==> src/rtl/inst_fetch_unit_if.sv <==
// Fetch-stage bundle: execute-stage controls, instruction-memory port and the
// decode-facing outputs of the instruction fetch unit.
interface inst_fetch_unit_if;
  logic        stall;
  logic        halt;
  logic        branch_taken;
  logic [15:0] branch_imm;
  logic        jump;
  logic [25:0] jump_index;
  logic [31:0] inst_in;
  logic [31:0] pc_addr;
  logic [31:0] inst_out;
  logic [31:0] pc_plus4;
  logic        inst_valid;
  logic        fetch_err;

  modport master (
    input  stall, halt, branch_taken, branch_imm, jump, jump_index, inst_in,
    output pc_addr, inst_out, pc_plus4, inst_valid, fetch_err
  );

  modport slave (
    output stall, halt, branch_taken, branch_imm, jump, jump_index, inst_in,
    input  pc_addr, inst_out, pc_plus4, inst_valid, fetch_err
  );
endinterface

==> src/rtl/inst_fetch_unit.sv <==
// Instruction fetch unit: owns the PC, presents it to instruction memory and
// forwards the fetched word to decode; next PC is +4, beq target or j target.
module inst_fetch_unit #(
  parameter logic [31:0] RESET_PC  = 32'h0000_0000,
  parameter int unsigned MEM_WORDS = 256
) (
  input logic                      clk,
  input logic                      rst,
  inst_fetch_unit_if.master        fetch_io
);

  typedef enum logic [1:0] {StBoot, StRun, StHalt, StErr} state_e;

  localparam logic [32:0] PcLimit = 33'(MEM_WORDS) * 33'd4;

  state_e      state_q, state_d;
  logic [31:0] pc_q, pc_d;
  logic [31:0] pc_plus4;
  logic [31:0] branch_off;
  logic [31:0] next_pc;
  logic        next_pc_bad;

  assign pc_plus4   = pc_q + 32'd4;
  assign branch_off = {{14{fetch_io.branch_imm[15]}}, fetch_io.branch_imm, 2'b00};

  always_comb begin
    next_pc = pc_plus4;
    if (fetch_io.jump) begin
      next_pc = {pc_plus4[31:28], fetch_io.jump_index, 2'b00};
    end else if (fetch_io.branch_taken) begin
      next_pc = pc_plus4 + branch_off;
    end
  end

  // Wrapped adds land at high addresses, so the range check also catches them.
  assign next_pc_bad = ({1'b0, next_pc} >= PcLimit) || (next_pc[1:0] != 2'b00);

  always_comb begin
    state_d = state_q;
    pc_d    = pc_q;
    case (state_q)
      StBoot: state_d = (RESET_PC[1:0] != 2'b00) ? StErr : StRun;
      StRun: begin
        if (fetch_io.halt) begin
          state_d = StHalt;
        end else if (!fetch_io.stall) begin
          if (next_pc_bad) begin
            state_d = StErr;
          end else begin
            pc_d = next_pc;
          end
        end
      end
      default: ;
    endcase
  end

  always_ff @(posedge clk) begin
    if (rst) begin
      state_q <= StBoot;
      pc_q    <= RESET_PC;
    end else begin
      state_q <= state_d;
      pc_q    <= pc_d;
    end
  end

  always_comb begin
    fetch_io.pc_addr    = pc_q;
    fetch_io.pc_plus4   = pc_plus4;
    fetch_io.inst_valid = (state_q == StRun);
    fetch_io.inst_out   = (state_q == StRun) ? fetch_io.inst_in : 32'd0;
    fetch_io.fetch_err  = (state_q == StErr);
  end

endmodule
==> src/flat_wrapper.sv <==
// flat-port wrapper written by rule: the top's interface ports become plain ports
module inst_fetch_unit_flat 
#(
  parameter logic [31:0] RESET_PC  = 32'h0000_0000,
  parameter int unsigned MEM_WORDS = 256
)
  (clk, rst, fetch_io_stall, fetch_io_halt, fetch_io_branch_taken, fetch_io_branch_imm, fetch_io_jump, fetch_io_jump_index, fetch_io_inst_in, fetch_io_pc_addr, fetch_io_inst_out, fetch_io_pc_plus4, fetch_io_inst_valid, fetch_io_fetch_err);
  inst_fetch_unit_if fetch_io_i ();
  input logic clk;
  input logic rst;
  input wire logic [$bits(fetch_io_i.stall)-1:0] fetch_io_stall;
  input wire logic [$bits(fetch_io_i.halt)-1:0] fetch_io_halt;
  input wire logic [$bits(fetch_io_i.branch_taken)-1:0] fetch_io_branch_taken;
  input wire logic [$bits(fetch_io_i.branch_imm)-1:0] fetch_io_branch_imm;
  input wire logic [$bits(fetch_io_i.jump)-1:0] fetch_io_jump;
  input wire logic [$bits(fetch_io_i.jump_index)-1:0] fetch_io_jump_index;
  input wire logic [$bits(fetch_io_i.inst_in)-1:0] fetch_io_inst_in;
  output wire logic [$bits(fetch_io_i.pc_addr)-1:0] fetch_io_pc_addr;
  output wire logic [$bits(fetch_io_i.inst_out)-1:0] fetch_io_inst_out;
  output wire logic [$bits(fetch_io_i.pc_plus4)-1:0] fetch_io_pc_plus4;
  output wire logic [$bits(fetch_io_i.inst_valid)-1:0] fetch_io_inst_valid;
  output wire logic [$bits(fetch_io_i.fetch_err)-1:0] fetch_io_fetch_err;
  assign fetch_io_i.stall = fetch_io_stall;
  assign fetch_io_i.halt = fetch_io_halt;
  assign fetch_io_i.branch_taken = fetch_io_branch_taken;
  assign fetch_io_i.branch_imm = fetch_io_branch_imm;
  assign fetch_io_i.jump = fetch_io_jump;
  assign fetch_io_i.jump_index = fetch_io_jump_index;
  assign fetch_io_i.inst_in = fetch_io_inst_in;
  assign fetch_io_pc_addr = fetch_io_i.pc_addr;
  assign fetch_io_inst_out = fetch_io_i.inst_out;
  assign fetch_io_pc_plus4 = fetch_io_i.pc_plus4;
  assign fetch_io_inst_valid = fetch_io_i.inst_valid;
  assign fetch_io_fetch_err = fetch_io_i.fetch_err;
  inst_fetch_unit #(.RESET_PC(RESET_PC), .MEM_WORDS(MEM_WORDS)) u_core (.clk(clk), .rst(rst), .fetch_io(fetch_io_i));
endmodule
==> config.mk <==
export PLATFORM = sky130hd
export DESIGN_NAME = inst_fetch_unit_flat
export DESIGN_NICKNAME = d
export VERILOG_FILES = /design/src/rtl/inst_fetch_unit_if.sv /design/src/rtl/inst_fetch_unit.sv /design/src/flat_wrapper.sv
export SDC_FILE = /design/constraint.sdc
export NUM_CORES = 1
export LEC_CHECK = 0
export BUFFER_PORTS_ARGS = -buffer_cell sky130_fd_sc_hd__buf_2
export CORE_UTILIZATION = 45
export CTS_BUF_LIST = sky130_fd_sc_hd__clkbuf_8
export CTS_CLUSTER_DIAMETER = 100
export DETAILED_ROUTE_END_ITERATION = 8
export PLACE_DENSITY_LB_ADDON = 0.2
export REMOVE_ABC_BUFFERS = 1
export SYNTH_ARGS = -nofsm -noshare
export SYNTH_HDL_FRONTEND = slang
export SYNTH_SLANG_ARGS = --single-unit
==> constraint.sdc <==
create_clock -name clk -period 6.7 [get_ports clk]
set_clock_uncertainty 0.15 [all_clocks]
set_input_delay 0.335 -clock clk [delete_from_list [all_inputs] [get_ports clk]]
set_output_delay 0.335 -clock clk [all_outputs]
set_load 0.01 [all_outputs]
# --- After elaboration in Yosys (flattened, before gate mapping) ---
# Cells that the tools add are included.
word_totals:
  elab_cells: 25
  reg_bits: 34
classes:
  add_sub_neg: 2
  n_lt_le_gt_ge: 1
  reduce_logical: 6
  mux: 7
  eq_ne: 4
  bitwise: 3
op_table:
  columns: ["operator", "count"]
  rows:
  - ["$mux 32", 3]
  - ["$add 32x3->32 const B", 1]
  - ["$add 32x32->32", 1]
  - ["$ge 32x11->1 const B", 1]
  - ["$mux 2", 3]
  - ["$pmux 2 s2", 1]
  - ["$reduce_and 4->1", 1]
  - ["$reduce_bool 2->1", 2]
  - ["$ne 3x2->1 const B", 1]
  - ["$ne 3x3->1 const B", 1]
  - ["$not 1->1", 3]
  - ["$reduce_and 3->1", 1]
  - ["$eq 2x1->1 const B", 1]
  - ["$eq 2x2->1 const B", 1]
  - ["$logic_not 2->1", 1]
  - ["$logic_or 1x1->1", 1]

# --- Depth between registers and ports, before layout ---
# Gate-level depths: netlist (run 1).
logic_depth:
  ltp_word: 10
  mapped_depth: 20
  mapped_depth_nobuf: 17

# --- Worst setup path before layout (run 1) ---
# No wires, ideal clock.
synth_path:
  kind: "reg2reg"
  start: "reg u_core.pc_q[2] (netlist: u_core.fetch_io.pc_addr[2])"
  end: "reg u_core.pc_q[11] (netlist: u_core.fetch_io.pc_addr[11])"
  synth_period_minus_slack_ns: 4.520
  required_time_ns: 6.435
  setup_slack_ns: 2.180
  stages_incl_launch_ff: 18
  n_path_buf: 1
  arrival_time_ns: 4.255
  cell_sequence: "dfxtp_1 -> ha_1 -> and3_1 -> and3_1 -> nand3_1 -> xnor2_1 -> ha_1 -> a21o_1 -> a31oi_1 -> o211a_1 -> nor2_1 -> a221oi_1 -> and4b_1 -> o2111ai_1 -> nor3_1 -> a31oi_1 -> clkbuf_1 -> and2_1"
synth_between:
  elab_chain_cells: 8
synth_rtl:
  columns: ["item", "line_no", "rtl"]
  rows:
  - ["from (decl)", "inst_fetch_unit.sv:17", "logic [31:0] pc_q, pc_d;"]
  - ["from (signal assigned)", "inst_fetch_unit.sv:64", "pc_q <= pc_d;"]
  - ["$add 32x3->32 (*)", "inst_fetch_unit.sv:23", "assign pc_plus4 = pc_q + 32'd4;"]
  - ["net fetch_io_pc_plus4[22]", "flat_wrapper.sv:20", "output wire logic [$bits(fetch_io_i.pc_plus4)-1:0] fetch_io_pc_plus4;"]
  - ["$add 32x32->32", "inst_fetch_unit.sv:31", "next_pc = pc_plus4 + branch_off;"]
  - ["$mux 32 (*)", "inst_fetch_unit.sv:30", "end else if (fetch_io.branch_taken) begin"]
  - ["$mux 32 (*)", "inst_fetch_unit.sv:28", "if (fetch_io.jump) begin"]
  - ["$ge 32x11->1 (*)", "inst_fetch_unit.sv:36", "assign next_pc_bad = ({1'b0, next_pc} >= PcLimit) || (next_pc[1:0] != 2'b00);"]
  - ["$logic_or 1x1->1 (*)", "inst_fetch_unit.sv:36", null]
  - ["$not 1->1 (no source line) (*)", null, null]
  - ["$reduce_and 4->1 (no source line) (*)", null, null]
# Mark *: on every way through the listed nets, which the timed path passes. The rest lies on a longest branch.
# A chain may end at the register's enable or synchronous reset.

# --- Final worst setup path (run 1) ---
layout_path:
  start: "reg u_core.pc_q[6] (netlist: u_core.fetch_io.pc_addr[6])"
  end: "reg u_core.pc_q[2] (netlist: u_core.fetch_io.pc_addr[2])"
layout_between:
  elab_chain_cells: 8
layout_rtl:
  columns: ["item", "line_no"]
  rows:
  - ["$add 32x3->32 (*)", "inst_fetch_unit.sv:23"]
  - ["$add 32x32->32", "inst_fetch_unit.sv:31"]
  - ["$mux 32", "inst_fetch_unit.sv:30"]
  - ["$mux 32 (*)", "inst_fetch_unit.sv:28"]
  - ["$ge 32x11->1 (*)", "inst_fetch_unit.sv:36"]
  - ["$logic_or 1x1->1 (*)", "inst_fetch_unit.sv:36"]
  - ["$not 1->1 (no source line) (*)", null]
  - ["$reduce_and 4->1 (no source line) (*)", null]
# Mark *: on every way between the ends. The rest lies on a longest branch, timed or not.

==> qor.txt, run 1 <==
fillcell total: 927
cells after synthesis: 606
DIE HEIGHT: 101 um
total grt overflow: 0
vias in the first global route: 5011
Final #Nets: 867
worst hold margin: 173 ps
worst rel slew slack: 15.7%
status: completed
part of the power in registers: 36.9%
Synth Area in Simple Gates: 32.5%
Max FO, Critical Path: 22
vias: 5435
DRC viols: 0
Initial Util: 47.1%
Num CTS Buffers: 5
post-cts resize count: 0
post-synthesis mux area share: 1.38%
RSZ-0062 raised after global routing: false
CTS sink count: 34
DR vias/cell: 6.15
Netlist cell types: 75
count of final setup violators: 0
initial antenna violation count: 0
Design Area, Final: 5410 sq um
pin count of the biggest net entering global routing: 36
critical path class: flip-flop to flip-flop
synthesized area: 4440 sq um
die area: 10300 sq um
Startpoint Class: flip-flop
CTS Hold Bufs: 0
# IOs: 178
Util after Layout: 57.5%
DRT Pass-1 Iters: 5
clock power share: 34.2%
Sw Ratio: 32.0%
worst-margin pin slew: 1260 ps
footprint of the multi-input gates: 3500 sq um
remaining antenna violation count: 0
register area share after synthesis: 15.3%
Net Switching: 177 uW
Yosys warnings: 0
CTS Root Cell: clkbuf_8
Compound-Gate Fraction of Synth Area: 26.9%
worst-skew pair later-pin latency: 290 ps
Setup Fix Bufs, Post-CTS: 0
diode count: 0
Fmax achieved: 171 MHz
Worst EP required: 6740 ps
number of port buffers: 177
Reg area: 681 sq um
synthesis-stage register bit count: 34
DRT Wirelength: 18100 um
area grow syn2layout: 21.9%
Worst Path Arrival: 5870 ps
overall global routing resource usage: 34.9%
Comb pwr share: 28.9%
cell-internal power: 376 uW
fin crit share: 87.1%
WL/cell: 20.5 um
post-synthesis average cell area: 7.32 sq um
worst hold path class: input port to flip-flop
H-tree depth: 2
post-route setup TNS: 0 ps
Clock Path Buffers: 2
ys flop type: dfxtp_1
Final Hold Viols: 0
drt first-iter violations: 432
Post-Synth XOR/XNOR Area: 8.68%
CTS tree: built
Async SR Flop Fraction: 0%
max-slew violations: 0
global-route wire length before repair: 27300 um
HPWL Detailed: 15000 um
width of the die: 101 um
EDFF count, synth: 0
share of layout cells above drive strength 1: 26.6%
Post-Synth Adder-Cell Area: 9.47%
Reg clk slew, reported paths: 80 ps
largest family of logic cells by synthesized area: simple AND/OR/NAND/NOR gates
min cycle time layout: 5830 ps
pwr dens: 102 nW/um^2
routability congestion estimate: 0.952
Area after DPL: 5300 sq um
CP Capture Type: flip-flop
worst IR drop on VDD: 0.000153 V
floorplan row count: 35
core area: 9420 sq um
max_cap viols: 0
leakage power: 2.62 nW
power groups by stage:
stage	Clock, mW	Sequential, mW	Combinational (mW)
final	0.189	0.204	0.160
after detailed placement	0	0.209	0.156
after floorplan	0	0.209	0.0828
after CTS	0.189	0.204	0.157
after global routing	0.198	0.205	0.172
after global placement	0	0.209	0.155
layer usage:
layer | vias to the layer above | share of wire, % | GRT usage, %
met4 | 0 | 2.4 | 9.36
met1 | 2581 | 42 | 43.6
met3 | 35 | 7.1 | 4.21
li1 | 2545 | - | -
met5 | - | 0 | 0
met2 | 274 | 49 | 63.1
flip-flops by register name (all words and copies together), names as in the netlist:
signal,cells
u_core.state_q,2
u_core.fetch_io.pc_addr,32
worst max-delay path, cell delays in order, from the launching register on:
cell and delay, ps:
dfxtp_1 460, and4_1 450, nand3_1 230, nor3_1 220
xor2_1 450, ha_1 410, a21o_1 230, a31oi_1 430
o211a_1 290, o21ai_1 150, o21a_1 220, nor4_1 380
o2111ai_1 240, nor4_4 460, a31oi_1 560, a32o_1 380
layout by cell type, fill, tap and decap left out, drive strengths merged, types with 13 or more instances in the layout:
cell   instances
xnor2         29
inv           16
o21a          13
a21oi         49
dfxtp         34
nor2          35
a21o          13
o21ai         28
and2          58
ha            32
nand4         29
buf          179
xor2          15
nand3         16
nor3          16
nand2         55
final timing paths:
kind	start	end	slack (ps)	cells past startpoint
worst min-delay path	fetch_io_halt	u_core.state_q[0]	170	2
worst max-delay path	u_core.fetch_io.pc_addr[6]	u_core.fetch_io.pc_addr[2]	870	15
worst max register to register	u_core.fetch_io.pc_addr[6]	u_core.fetch_io.pc_addr[2]	870	15
worst min register to register	u_core.fetch_io.pc_addr[0]	u_core.fetch_io.pc_addr[0]	330	2
synth_stat cells (all sizes together), types with 7 or more instances:
master	count	area, sq um
a21oi	49	245
nor3	16	80.1
clkbuf	20	75.1
xor2	15	131
xnor2	29	254
dfxtp	34	681
nor2	35	139
a21o	13	97.6
o211ai	11	82.6
inv	15	56.3
and4	10	93.8
nand2	55	206
nor2b	7	43.8
a31oi	8	50.1
and3	7	43.8
o21a	13	97.6
nand4	29	181
nand3	16	85.1
o21ai	28	140
and2	58	363
buf	18	124
a211oi	11	87.6
ha	32	400
cell type report:
type                    instances  share of cell area (%)
inverters                      15                    1.04
clock buffers                   5                    1.27
repair buffers                179                    16.6
clock inverters                 3                   0.763
flip-flops and latches         34                    12.6
well taps                     129                    2.98
multi-input cells             519                    64.7
kinds of logic (layout without fill, tap and decap cells):
family,Yosys count,in the layout
buffers and inverters,53,202
flip-flops,34,34
adder cells (fa/ha/maj),33,33
AND/OR/NAND/NOR,259,259
multiplexers,6,6
XOR/XNOR,44,44
AO/OA/AOI/OAI,177,177
metrics by stage:
stage	instances	power (mW)	setup WS [ps]
2_1_floorplan	568	0.291	2010
3_3_place_gp	876	0.364	1180
3_5_place_dp	876	0.365	1030
4_1_cts	884	0.550	986
5_1_grt	884	0.574	538
6_report	884	0.553	867
(Power assumes the default switching activity.)
==> inputs of run 2 (changes only) <==
CORE_UTILIZATION = 30   (was 45)
==> qor.txt, run 2 (synthesized netlist as in run 1, its figures left out) <==
status: completed
share of layout cells above drive strength 1: 26.9%
Crit path largest cell delay: 650 ps
critical path class: flip-flop to flip-flop
die area: 15300 sq um
fillcell total: 1532
worst-skew pair later-pin latency: 290 ps
Worst EP required: 6740 ps
Design Area, Final: 5490 sq um
routability congestion estimate: 0.927
floorplan row count: 44
initial antenna violation count: 0
Worst Path Arrival: 5660 ps
drt first-iter violations: 334
post-cts resize count: 0
vias: 5253
post-route setup TNS: 0 ps
max_cap viols: 0
Max FO, Critical Path: 22
worst-margin pin slew: 719 ps
min cycle time layout: 5620 ps
DRT Pass-1 Iters: 5
slowest cell on the critical path: xnor2_1
total grt overflow: 0
CP Capture Type: flip-flop
HPWL Detailed: 15000 um
hold path startpoint: fetch_io_halt
DRC viols: 0
worst reg2reg setup slack: 1080 ps
CP cell instances: ha_1 -> and3_1 -> and3_1 -> nand3_1 -> xnor2_1 -> ha_1 -> a21o_1 -> a31oi_1 -> o211a_1 -> o21ai_1 -> o21a_1 -> nor4_1 -> o2111ai_1 -> nor4_4 -> a31oi_1 -> buf_4 -> a32o_1
core area: 14500 sq um
remaining antenna violation count: 0
H-tree depth: 2
DIE HEIGHT: 124 um
Clock Path Buffers: 2
Setup Fix Bufs, Post-CTS: 0
R2R Path End: u_core.fetch_io.pc_addr[2]
# IOs: 178
worst rel slew slack: 51.7%
diode count: 0
CTS Root Cell: clkbuf_8
Final Hold Viols: 0
max-slew violations: 0
Initial Util: 30.7%
Hold Path Cell Cnt: 2
worst r2r src: u_core.fetch_io.pc_addr[2]
Area after DPL: 5380 sq um
Worst Reg-to-Reg Cells: 17
width of the die: 124 um
Final #Nets: 868
number of port buffers: 177
worst IR drop on VDD: 0.0000847 V
vias in the first global route: 5051
worst setup margin: 1080 ps
pin count of the biggest net entering global routing: 35
most common cell after layout, fill and taps aside: buf_2
overall global routing resource usage: 23.5%
DR vias/cell: 5.59
pre-CTS setup slack: 1110 ps
pwr dens: 99.3 nW/um^2
CTS sink count: 34
area grow syn2layout: 23.6%
hold path endpoint: u_core.state_q[0]
Startpoint Class: flip-flop
max reg flops: 32
DRT Wirelength: 18000 um
Reg clk slew, reported paths: 70 ps
WL/cell: 19.1 um
most frequent cells in the layout: buf_2, and2_1, nand2_1
global-route wire length before repair: 27300 um
leakage power: 2.62 nW
count of final setup violators: 0
worst hold margin: 168 ps
CTS tree: built
fin crit share: 83.9%
Num CTS Buffers: 5
worst hold path class: input port to flip-flop
CTS Hold Bufs: 0
Fmax achieved: 178 MHz
Util after Layout: 37.9%
RSZ-0062 raised after global routing: false
## run 2: layout make-up
cell class                      instances  area (sq um)  area share, %
Clock buffer                            5          68.8           1.25
Tap cell                              184           230           4.20
Clock inverter                          3          40.0          0.730
Multi-Input combinational cell        519          3500           63.8
Inverter                               15          56.3           1.03
Sequential cell                        34           681           12.4
Timing Repair Buffer                  180           908           16.6
## run 2: worst max path at each step
stage                                    start                    endpoint  slack, ps  depth (start not counted)
floorplan           u_core.fetch_io.pc_addr[2]  u_core.fetch_io.pc_addr[2]       2010                         16
global placement    u_core.fetch_io.pc_addr[3]  u_core.fetch_io.pc_addr[2]       1090                         17
detailed placement  u_core.fetch_io.pc_addr[2]  u_core.fetch_io.pc_addr[2]       1110                         17
CTS                 u_core.fetch_io.pc_addr[2]  u_core.fetch_io.pc_addr[2]       1080                         17
global route        u_core.fetch_io.pc_addr[2]  u_core.fetch_io.pc_addr[2]        640                         17
finish              u_core.fetch_io.pc_addr[2]  u_core.fetch_io.pc_addr[2]       1080                         17
## run 2: layer usage
layer  share of wire, %  routed length (um)  up-vias  GRT usage (%)
met5                  0                   0        -              0
li1                   -                   -     2552              -
met3                4.8                 861       32           1.74
met1                 43                7690     2467           29.1
met4                3.2                 584        0           9.19
met2                 49                8840      202           42.0
## run 2: critical path: cells and delay by family, from the launching register on
kind | cells | cell delay (ps)
AOI/OAI and AO/OA | 8 | 1850
xor gates and xnor gates | 1 | 650
adders and majority gates | 2 | 660
buffers and inverters | 1 | 230
DFF | 1 | 430
and+or+nand+nor | 5 | 1540
## run 2: through the flow
step,power (mW),instances
3_3_place_gp,0.363,932
6_report,0.545,940
4_1_cts,0.550,940
3_5_place_dp,0.363,932
5_1_grt,0.573,940
2_1_floorplan,0.291,568
## run 2: report_power, final
group	total [mW]	switching [mW]	internal, mW
combinational	0.156	0.0919	0.0636
clock	0.185	0.0755	0.109
sequential	0.204	0.00106	0.203
